<file path="src/rtl/fpu_pkg.sv">
// Shared single-precision field definitions and pipeline stage records for the int32-to-float32 converter.
// FPU_ITOF_RNE_EN adds guard/sticky to the S2 record for round-to-nearest-even; otherwise truncation.
package fpu_pkg;

  localparam int FP_BIAS  = 127;
  localparam int FP_EXP_W = 8;
  localparam int FP_MAN_W = 23;

  // Exponent of a value whose leading one sits at bit 31.
  localparam logic [FP_EXP_W-1:0] FP_EXP_TOP = FP_EXP_W'(FP_BIAS + 31);

  typedef struct packed {
    logic                sign;
    logic [FP_EXP_W-1:0] exp;
    logic [FP_MAN_W-1:0] man;
  } float32_t;

  typedef struct packed {
    logic        vld;
    logic        sign;
    logic [32:0] mag;
  } s1_t;

  typedef struct packed {
    logic                vld;
    logic                sign;
    logic                zero;
    logic [FP_EXP_W-1:0] exp;
    logic [FP_MAN_W-1:0] man;
`ifdef FPU_ITOF_RNE_EN
    logic                guard;
    logic                sticky;
`endif
  } s2_t;

  function automatic float32_t fp_pack(input logic sign,
                                       input logic [FP_EXP_W-1:0] exp,
                                       input logic [FP_MAN_W-1:0] man);
    float32_t f;
    f.sign = sign;
    f.exp  = exp;
    f.man  = man;
    return f;
  endfunction

endpackage

</file>
<file path="src/rtl/itof_pipe_if.sv">
// Valid/ready request and result channels of the int32-to-float32 converter.
// master = producer/consumer side, slave = converter side.
interface itof_pipe_if;

  logic        in_valid;
  logic        in_ready;
  logic [31:0] in_data;
  logic        out_valid;
  logic        out_ready;
  logic [31:0] out_data;

  modport master (
    output in_valid,
    output in_data,
    output out_ready,
    input  in_ready,
    input  out_valid,
    input  out_data
  );

  modport slave (
    input  in_valid,
    input  in_data,
    input  out_ready,
    output in_ready,
    output out_valid,
    output out_data
  );

endinterface

</file>
<file path="src/rtl/lzc32.sv">
// Combinational leading-zero counter over 32 bits; returns 32 for an all-zero input.
// No state, no handshake.
module lzc32 (
  input  logic [31:0] din,
  output logic [5:0]  cnt
);

  // Scanning upwards lets the highest set bit win.
  always_comb begin
    cnt = 6'd32;
    for (int i = 0; i < 32; i++) begin
      if (din[i]) begin
        cnt = 6'(31 - i);
      end
    end
  end

endmodule

</file>
<file path="src/rtl/itof_pipe.sv">
// Signed int32 -> IEEE-754 single, 3 registered stages, latency 3, one result per cycle; a single advance
// enable stalls every stage while the result is held unaccepted. FPU_ITOF_RNE_EN selects RNE, else truncation.
module itof_pipe
  import fpu_pkg::*;
(
  input  logic       clk,
  input  logic       rst,
  itof_pipe_if.slave io
);

  logic adv;
  assign adv         = !io.out_valid || io.out_ready;
  assign io.in_ready = adv;

  // ---------------- S1: sign and magnitude ----------------
  s1_t         s1_q;
  logic [32:0] abs_c;

  // 33-bit arithmetic keeps |-2^31| representable.
  always_comb begin
    abs_c = {io.in_data[31], io.in_data};
    if (io.in_data[31]) begin
      abs_c = 33'd0 - {io.in_data[31], io.in_data};
    end
  end

  always_ff @(posedge clk) begin
    if (rst) begin
      s1_q <= '0;
    end else if (adv) begin
      s1_q.vld  <= io.in_valid;
      s1_q.sign <= io.in_data[31];
      s1_q.mag  <= abs_c;
    end
  end

  // ---------------- S2: leading-zero count and normalize ----------------
  s2_t        s2_q;
  logic [5:0] lz;

  lzc32 u_lzc (
    .din (s1_q.mag[31:0]),
    .cnt (lz)
  );

  // Only the bits below the leading one are kept; the leading one is implicit.
`ifdef FPU_ITOF_RNE_EN
  logic [30:0] below_c;
  assign below_c = 31'(s1_q.mag[31:0] << lz);
`else
  logic [FP_MAN_W-1:0] below_c;
  assign below_c = FP_MAN_W'((s1_q.mag[31:0] << lz) >> 8);
`endif

  always_ff @(posedge clk) begin
    if (rst) begin
      s2_q <= '0;
    end else if (adv) begin
      s2_q.vld  <= s1_q.vld;
      s2_q.sign <= s1_q.sign;
      s2_q.zero <= (s1_q.mag == 33'd0);
      s2_q.exp  <= FP_EXP_TOP - {2'b00, lz};
`ifdef FPU_ITOF_RNE_EN
      s2_q.man    <= below_c[30:8];
      s2_q.guard  <= below_c[7];
      s2_q.sticky <= |below_c[6:0];
`else
      s2_q.man    <= below_c;
`endif
    end
  end

  // ---------------- S3: round, exponent adjust, pack ----------------
  logic [FP_EXP_W-1:0] exp_c;
  logic [FP_MAN_W-1:0] man_c;
  float32_t            res_c;

`ifdef FPU_ITOF_RNE_EN
  logic              round_up;
  logic [FP_MAN_W:0] man_sum;

  // A mantissa carry-out leaves the low bits zero, so only the exponent needs bumping.
  always_comb begin
    round_up = s2_q.guard & (s2_q.sticky | s2_q.man[0]);
    man_sum  = {1'b0, s2_q.man} + {{FP_MAN_W{1'b0}}, round_up};
    exp_c    = s2_q.exp + {{(FP_EXP_W-1){1'b0}}, man_sum[FP_MAN_W]};
    man_c    = man_sum[FP_MAN_W-1:0];
  end
`else
  always_comb begin
    exp_c = s2_q.exp;
    man_c = s2_q.man;
  end
`endif

  // Zero always packs as +0.
  always_comb begin
    res_c = '0;
    if (!s2_q.zero) begin
      res_c = fp_pack(s2_q.sign, exp_c, man_c);
    end
  end

  always_ff @(posedge clk) begin
    if (rst) begin
      io.out_valid <= 1'b0;
      io.out_data  <= 32'd0;
    end else if (adv) begin
      io.out_valid <= s2_q.vld;
      if (s2_q.vld) begin
        io.out_data <= res_c;
      end
    end
  end

endmodule

</file>
<file path="src/flat_wrapper.sv">
// flat-port wrapper written by rule: the top's interface ports become plain ports
module itof_pipe_flat import fpu_pkg::*;
  (clk, rst, io_in_valid, io_in_data, io_out_ready, io_in_ready, io_out_valid, io_out_data);
  itof_pipe_if io_i ();
  input  logic clk;
  input  logic rst;
  input wire logic [$bits(io_i.in_valid)-1:0] io_in_valid;
  input wire logic [$bits(io_i.in_data)-1:0] io_in_data;
  input wire logic [$bits(io_i.out_ready)-1:0] io_out_ready;
  output wire logic [$bits(io_i.in_ready)-1:0] io_in_ready;
  output wire logic [$bits(io_i.out_valid)-1:0] io_out_valid;
  output wire logic [$bits(io_i.out_data)-1:0] io_out_data;
  assign io_i.in_valid = io_in_valid;
  assign io_i.in_data = io_in_data;
  assign io_i.out_ready = io_out_ready;
  assign io_in_ready = io_i.in_ready;
  assign io_out_valid = io_i.out_valid;
  assign io_out_data = io_i.out_data;
  itof_pipe u_core (.clk(clk), .rst(rst), .io(io_i));
endmodule
</file>
<file path="config.mk">
export PLATFORM = sky130hd
export DESIGN_NAME = itof_pipe_flat
export DESIGN_NICKNAME = d
export VERILOG_FILES = /design/src/rtl/fpu_pkg.sv /design/src/rtl/itof_pipe_if.sv /design/src/rtl/lzc32.sv /design/src/rtl/itof_pipe.sv /design/src/flat_wrapper.sv
export SDC_FILE = /design/constraint.sdc
export NUM_CORES = 1
export LEC_CHECK = 0
export ABC_AREA = 0
export CELL_PAD_IN_SITES_DETAIL_PLACEMENT = 0
export CELL_PAD_IN_SITES_GLOBAL_PLACEMENT = 2
export CORE_UTILIZATION = 34
export CTS_CLUSTER_SIZE = 10
export DETAILED_ROUTE_END_ITERATION = 16
export GPL_TIMING_DRIVEN = 0
export PLACE_DENSITY_LB_ADDON = 0.1
export SLEW_MARGIN = 20
export SYNTH_ARGS = -nofsm -noshare
export SYNTH_HDL_FRONTEND = slang
export SYNTH_SLANG_ARGS = --single-unit
export TNS_END_PERCENT = 50
</file>
<file path="constraint.sdc">
create_clock -name clk -period 3.5 [get_ports clk]
set_input_delay 1.05 -clock clk [delete_from_list [all_inputs] [get_ports clk]]
set_output_delay 1.05 -clock clk [all_outputs]
set_load 0.05 [all_outputs]
</file>
== After elaboration in Yosys (flattened, before gate mapping) ==
Index checks and enable logic that the tools add are counted.

* Add/sub/neg operators: 2
* $mul: 0
* Div/mod/pow operators: 0
* Magnitude comparators: 0
* Eq/ne operators: 0
* Shift operators: 1
* Muxes and demuxes: 34
* Bitwise logic cells: 0
* Reductions and logical operators: 4

{| class="wikitable"
|+ Operators by type and width
! kind !! number
|-
| $mux 6 || 32
|-
| $logic_not 33->1 || 1
|-
| $mux 33 || 1
|-
| $sub 1x32->33 const A || 1
|-
| $mux 32 || 1
|-
| $shl 32x6->31 || 1
|-
| $sub 8x6->8 const A || 1
|-
| $reduce_and 2->1 || 1
|-
| $logic_not 1->1 || 1
|-
| $logic_or 1x1->1 || 1
|}

* Register bits after elaboration: 102
* Bits in latches: 0
* Bits in writable memories: 0
* ROM bits: 0
* Input port bits: 36
* Output and inout port bits: 34
* Word-level logic and storage cells: 51
* Memories: 0

== Logic depth before layout (Yosys ltp) ==
* Word-level depth: 33
* Depth in mapped cells: 14
* Gate-level depth less buffers: 10

== Modules after synthesis ==
Synthesis repeated with hierarchy kept, for this count alone.

* Cells, all modules: 751
* Area, all modules: 6283.5 um2

{| class="wikitable"
|+ By module, submodules not included
! module !! instances !! cells an instance !! area an instance (um2) !! sequential area each (um2)
|-
| itof_pipe || 1 || 686 || 5915.7 || 2042.0
|-
| lzc32 || 1 || 65 || 367.9 || 0.0
|}

== Worst setup path after synthesis ==
No wires, ideal clock.

* Kind: input-to-output
* Start point: input io_out_ready
* End point: output io_in_ready
* Arrival: 2237 ps
* Data required time: 2450 ps
* Setup slack: 213 ps
* Stages: 5
* Buffers on the path: 3
* Cells stage by stage: nor2b_1 clkbuf_1 clkinv_1 clkbuf_1 clkbuf_1

* Cells in the longest elaborated chain, start to end: 1

{| class="wikitable"
|+ Ends and longest elaborated chain
! item !! RTL line !! text
|-
| start, declared || flat_wrapper.sv:9 || <nowiki>input wire logic [$bits(io_i.out_ready)-1:0] io_out_ready;</nowiki>
|-
| $logic_or 1x1->1 || itof_pipe.sv:12 || <nowiki>assign adv = !io.out_valid || io.out_ready;</nowiki>
|-
| end, declared || flat_wrapper.sv:10 || <nowiki>output wire logic [$bits(io_i.in_ready)-1:0] io_in_ready;</nowiki>
|}

No other way between the ends.

== Worst setup path after layout ==
* Start point: register u_core.s1_q[16] (netlist bit)
* End point: register u_core.s2_q, in the netlist u_core.man_c[5]

* Cells in the longest elaborated chain, start to end: 17

{| class="wikitable"
|+ Ends and longest elaborated chain
! item !! RTL line !! text
|-
| start, declared || itof_pipe.sv:16 || <nowiki>s1_t s1_q;</nowiki>
|-
| $mux 6 (16 in series) || lzc32.sv:12 || <nowiki>if (din[i]) begin</nowiki>
|-
| $shl 32x6->31 * || itof_pipe.sv:52 || <nowiki>assign below_c = FP_MAN_W'((s1_q.mag[31:0] << lz) >> 8);</nowiki>
|-
| end, declared || itof_pipe.sv:38 || <nowiki>s2_t s2_q;</nowiki>
|}

Mark *: on every way between the ends. The rest lies on a longest branch, timed or not.
A chain may end at the register's enable or synchronous reset.

==> summary.md <==
The run finished with clean final reports. The worst stage delay on the critical path works out to 0.69 ns. For this run, the leading register cell type out of synthesis is dfxtp_1. The tools report the global-route usage over all layers as 0.247. Setup violations remaining at the end of the flow were counted as 0.

The sum of buffers and inverters on the critical path is 1. The share of synthesized cell area in and, or, nand and nor gates is 0.241. The fmax came out at 295 MHz. Once placement finished, the instance area stood at 7460 um^2.

The number of port buffers works out to 69. Setup repair after global routing could not meet its margin everywhere. The main combinational cell family by area after synthesis is compound AO/OA/AOI/OAI gates. The first global-routing pass estimated 37100 um of wire. The share of post-route cells with drive strength above 1 is 0.0844, and the post-route worst hold slack is 0.456 ns. The longest clock path from root to sink contains 2 buffers. The core outline area was 18700 um^2; the proportion of synthesized area in mux cells was 0.0699. The commonest cells after synthesis are 120 x nor2_1, 102 x dfxtp_1, 71 x a21oi_1. For the final routed database, the setup TNS stands at 0 ns. The tools report the end of the worst register-to-register path as u_core.man_c[5]. X dimension of the die: 140 um. The routed layout has 6769 vias. The post-layout minimum cycle time is 3.38 ns, and the total of max-cap violations is 0.

Across all register-to-register paths, the minimum setup slack is 0.12 ns. Leaving out filler cells and counting taps, the final layout contains 1158. Counting stages on the worst path, the most repeated cell is mux2i_1. The area fraction of the dominant cell type after synthesis works out to 0.315. In the routed design, unresolved DRC markers number 0.

The tools report the cell chosen for the clock root as clkbuf_16. The synthesized netlist cell count was 842. The first detailed-routing pass ran for 7 iterations. The number of antenna diodes in the final layout is 0. The post-route clock period utilization was 0.967. Once detailed placement completed, the half-perimeter wirelength came to 18700 um. The logs give 0.865 for the final estimated routing congestion in global placement and 246 uV for the maximum ir drop on the vdd rail. The H-tree was split into 3 levels.

The critical path arrival is 3.65 ns, and the synthesized flop and latch total is 102. The row count is 50, and the mean instance size in the synthesized netlist is 7.69 um^2. The post-detailed-route count of antenna-violating nets is 0.

The tools report the total global routing overflow as 0. The clock buffer count from CTS was 9; the total non-filler cell area in the finished layout was 7920 um^2. TritonCTS built the clock tree. Measured in cells, the most critical reg-to-reg path has a length of 10. The tools report the core occupancy in the finished layout as 0.423. The final worst clock skew is 0.0125 ns, and the clock latency on the worst-skew pair is 0.36 ns. The run gives 0.346 as the initial core utilization. At the pin with the least slew margin, the transition time is 0.901 ns. Destination of the worst hold path: u_core.man_c[4].

The hold-critical path depth was 2. The class of the tightest hold or removal check was reg2reg. The tools report the portion of the post-synthesis area used by sequential elements as 0.315. At the worst endpoint, the required time is 3.76 ns. The area fraction in compound gates after synthesis was 0.267; the largest fanout on the critical path was 10. The run gives 0 as the final hold violation count. The library cell with the largest summed area after synthesis was dfxtp_1. The synthesized netlist occupies a cell area of 6480 um^2.

The maximum number of pins on one net before global-route repair was 20. The clock-pin slew on the worst setup and hold paths was 0.08 ns. In this run the most critical hold path is launched from u_core.man_c[4]. The async set-reset flop share out of synthesis was 0. Summed over all layers, the routed wires come to 24000 um. The worst flop-to-flop path startpoint was u_core.s1_q[16]. For the total die area, the log shows 19600 um^2. Compared with the post-synthesis result, the final layout area differs by 22.3%. In the post-route analysis, the smallest setup slack over all paths is 0.116 ns.

The total of warnings raised by yosys was 0. After detailed routing, the number of vias per cell comes to 5.85. Slowest cell on the critical path: or4_1. CTS saw 102 sinks. Worst slew slack as a fraction of its limit: 0.394. Sorting the synthesized cells by area gives the leading types as dfxtp_1 32%, nor2_1 7.0%, mux2i_1 5.7%.

The number of fill cells was 1958. The setup path with the least slack is of type reg2reg. The net count of the finished layout is 957.

The hold buffer count at cts came out at 0. Synthesis instantiated 74 different standard cells from the library. 70 I/O pins were placed. On the critical path the largest part of the delay comes from multiplexers.

The run gives 6423 as the via count of the first global-routing pass. The worst setup path is launched from a flop. The xor/xnor share of the synthesized area is 0.0433.

The count of placed standard cells including taps is 1145. For the number of antenna violations at the first check in global routing, the log shows 0. The count of routing violations after the opening detailed-route iteration is 571. In the post-synthesis netlist, the cell with the most instances is nor2_1. The critical path goes through buf_2 -> or4_1 -> o21ai_4 -> o21ai_4 -> nand2_4 -> mux2i_1 -> mux2i_1 -> mux2i_1 -> mux2i_1 -> a22o_1. The completed layout was analyzed and its total power is 3.78 mW.

At the placement stage, the worst setup path has a slack of -1.42 ns. In this run the static leakage power is 3.01 nW. In this run the vertical extent of the chip is 140 um. Counting every net in the synthesized netlist gives 880. STA classifies the critical path endpoint as a flop.

The wire length per cell was 20.7 um; the number of synthesized flops with an enable pin was 0. For this design the ratio of total power to cell area is 477 nW/um^2. The area share of fa/ha/maj cells after synthesis was 0.00386. The final number of max-transition violations came out at 0.
## repair_timing
action,in CTS,in global routing
gates resized for setup,20,34
hold endpoints to repair,0,0
setup buffers,0,1
endpoints found under the setup margin,16,35
pin swaps,1,3
## power breakdown
part	internal (mW)	switching, mW	leakage (nW)
registers	1.28	0.105	0.839
logic	0.529	0.862	2.04
clock network	0.498	0.505	0.137
total	2.30	1.47	3.01
## how the worst max path moves through the flow
| stage | startpoint | to | slack (ns) | cells after the start |
|---|---|---|---|---|
| 2_1_floorplan | io_out_ready | io_in_ready | 0.21 | 5 |
| 3_3_place_gp | io_out_ready | io_in_ready | -1.39 | 7 |
| 3_5_place_dp | io_out_ready | io_in_ready | -1.42 | 7 |
| 4_1_cts | io_in_data[0] | u_core.s1_q[30] | -0.02 | 11 |
| 5_1_grt | u_core.s1_q[8] | u_core.man_c[19] | -0.03 | 11 |
| 6_report | u_core.s1_q[16] | u_core.man_c[5] | 0.12 | 10 |
## worst reg2reg max path: cells and delay by family (launching register included)
| kind | cells | cell delay, ns |
|---|---|---|
| buffers and inverters | 1 | 0.20 |
| flip-flops | 1 | 0.30 |
| multiplexers | 4 | 1.15 |
| AO/OA/AOI/OAI | 3 | 0.75 |
| AND/OR/NAND/NOR | 2 | 0.88 |
## logic make-up after synthesis
family,count (synthesis)
fa+ha+maj,2
flops,102
xor+xnor,32
simple gates,316
mux,44
compound gates,252
buf+inv,94
## cells in the final DEF, fill, tap and decap left out, drive strengths merged, types with 6 or more instances in the layout
cell           count
xor2              27
clkbuf            65
nor4              13
a211oi            42
o21ai             33
nand4              9
mux2               7
nand3             24
o211ai            13
nor3b             34
and3               9
nor2             121
nor3              13
dfxtp            102
a22oi             16
a31oi              6
mux2i             37
a22o               7
o31ai             10
buf               18
or4                8
a21oi             71
clkdlybuf4s50     63
nand2             61
o41ai              7
inv               20
o22ai              6
## registers in the layout, indices dropped and copies added, names as in the netlist
register,cells
u_core.exp_c,8
u_core.io.out_data,32
u_core.io.out_valid,1
u_core.man_c,23
u_core.s1_q,35
u_core.s2_q,3
## routing by layer
| layer | share of wire | up-vias | global-route usage |
|---|---|---|---|
| li1 | - | 3232 | - |
| met1 | 0.48 | 3282 | 0.347 |
| met2 | 0.44 | 223 | 0.381 |
| met3 | 0.059 | 32 | 0.0383 |
| met4 | 0.021 | 0 | 0.0856 |
| met5 | 0 | - | 0 |
## final cells by class
class,count,area [um^2],share of cell area
plain buffers,72,323,0.0408
clock buffers,9,225,0.0284
clock inverters,7,65.1,0.00821
inverters,18,68.8,0.00869
multi-input cells,646,4200,0.530
flip-flops and latches,102,2040,0.258
well taps,234,293,0.0370
repair buffers,70,704,0.0889
No activity file was read; power rests on OpenSTA's default activity.
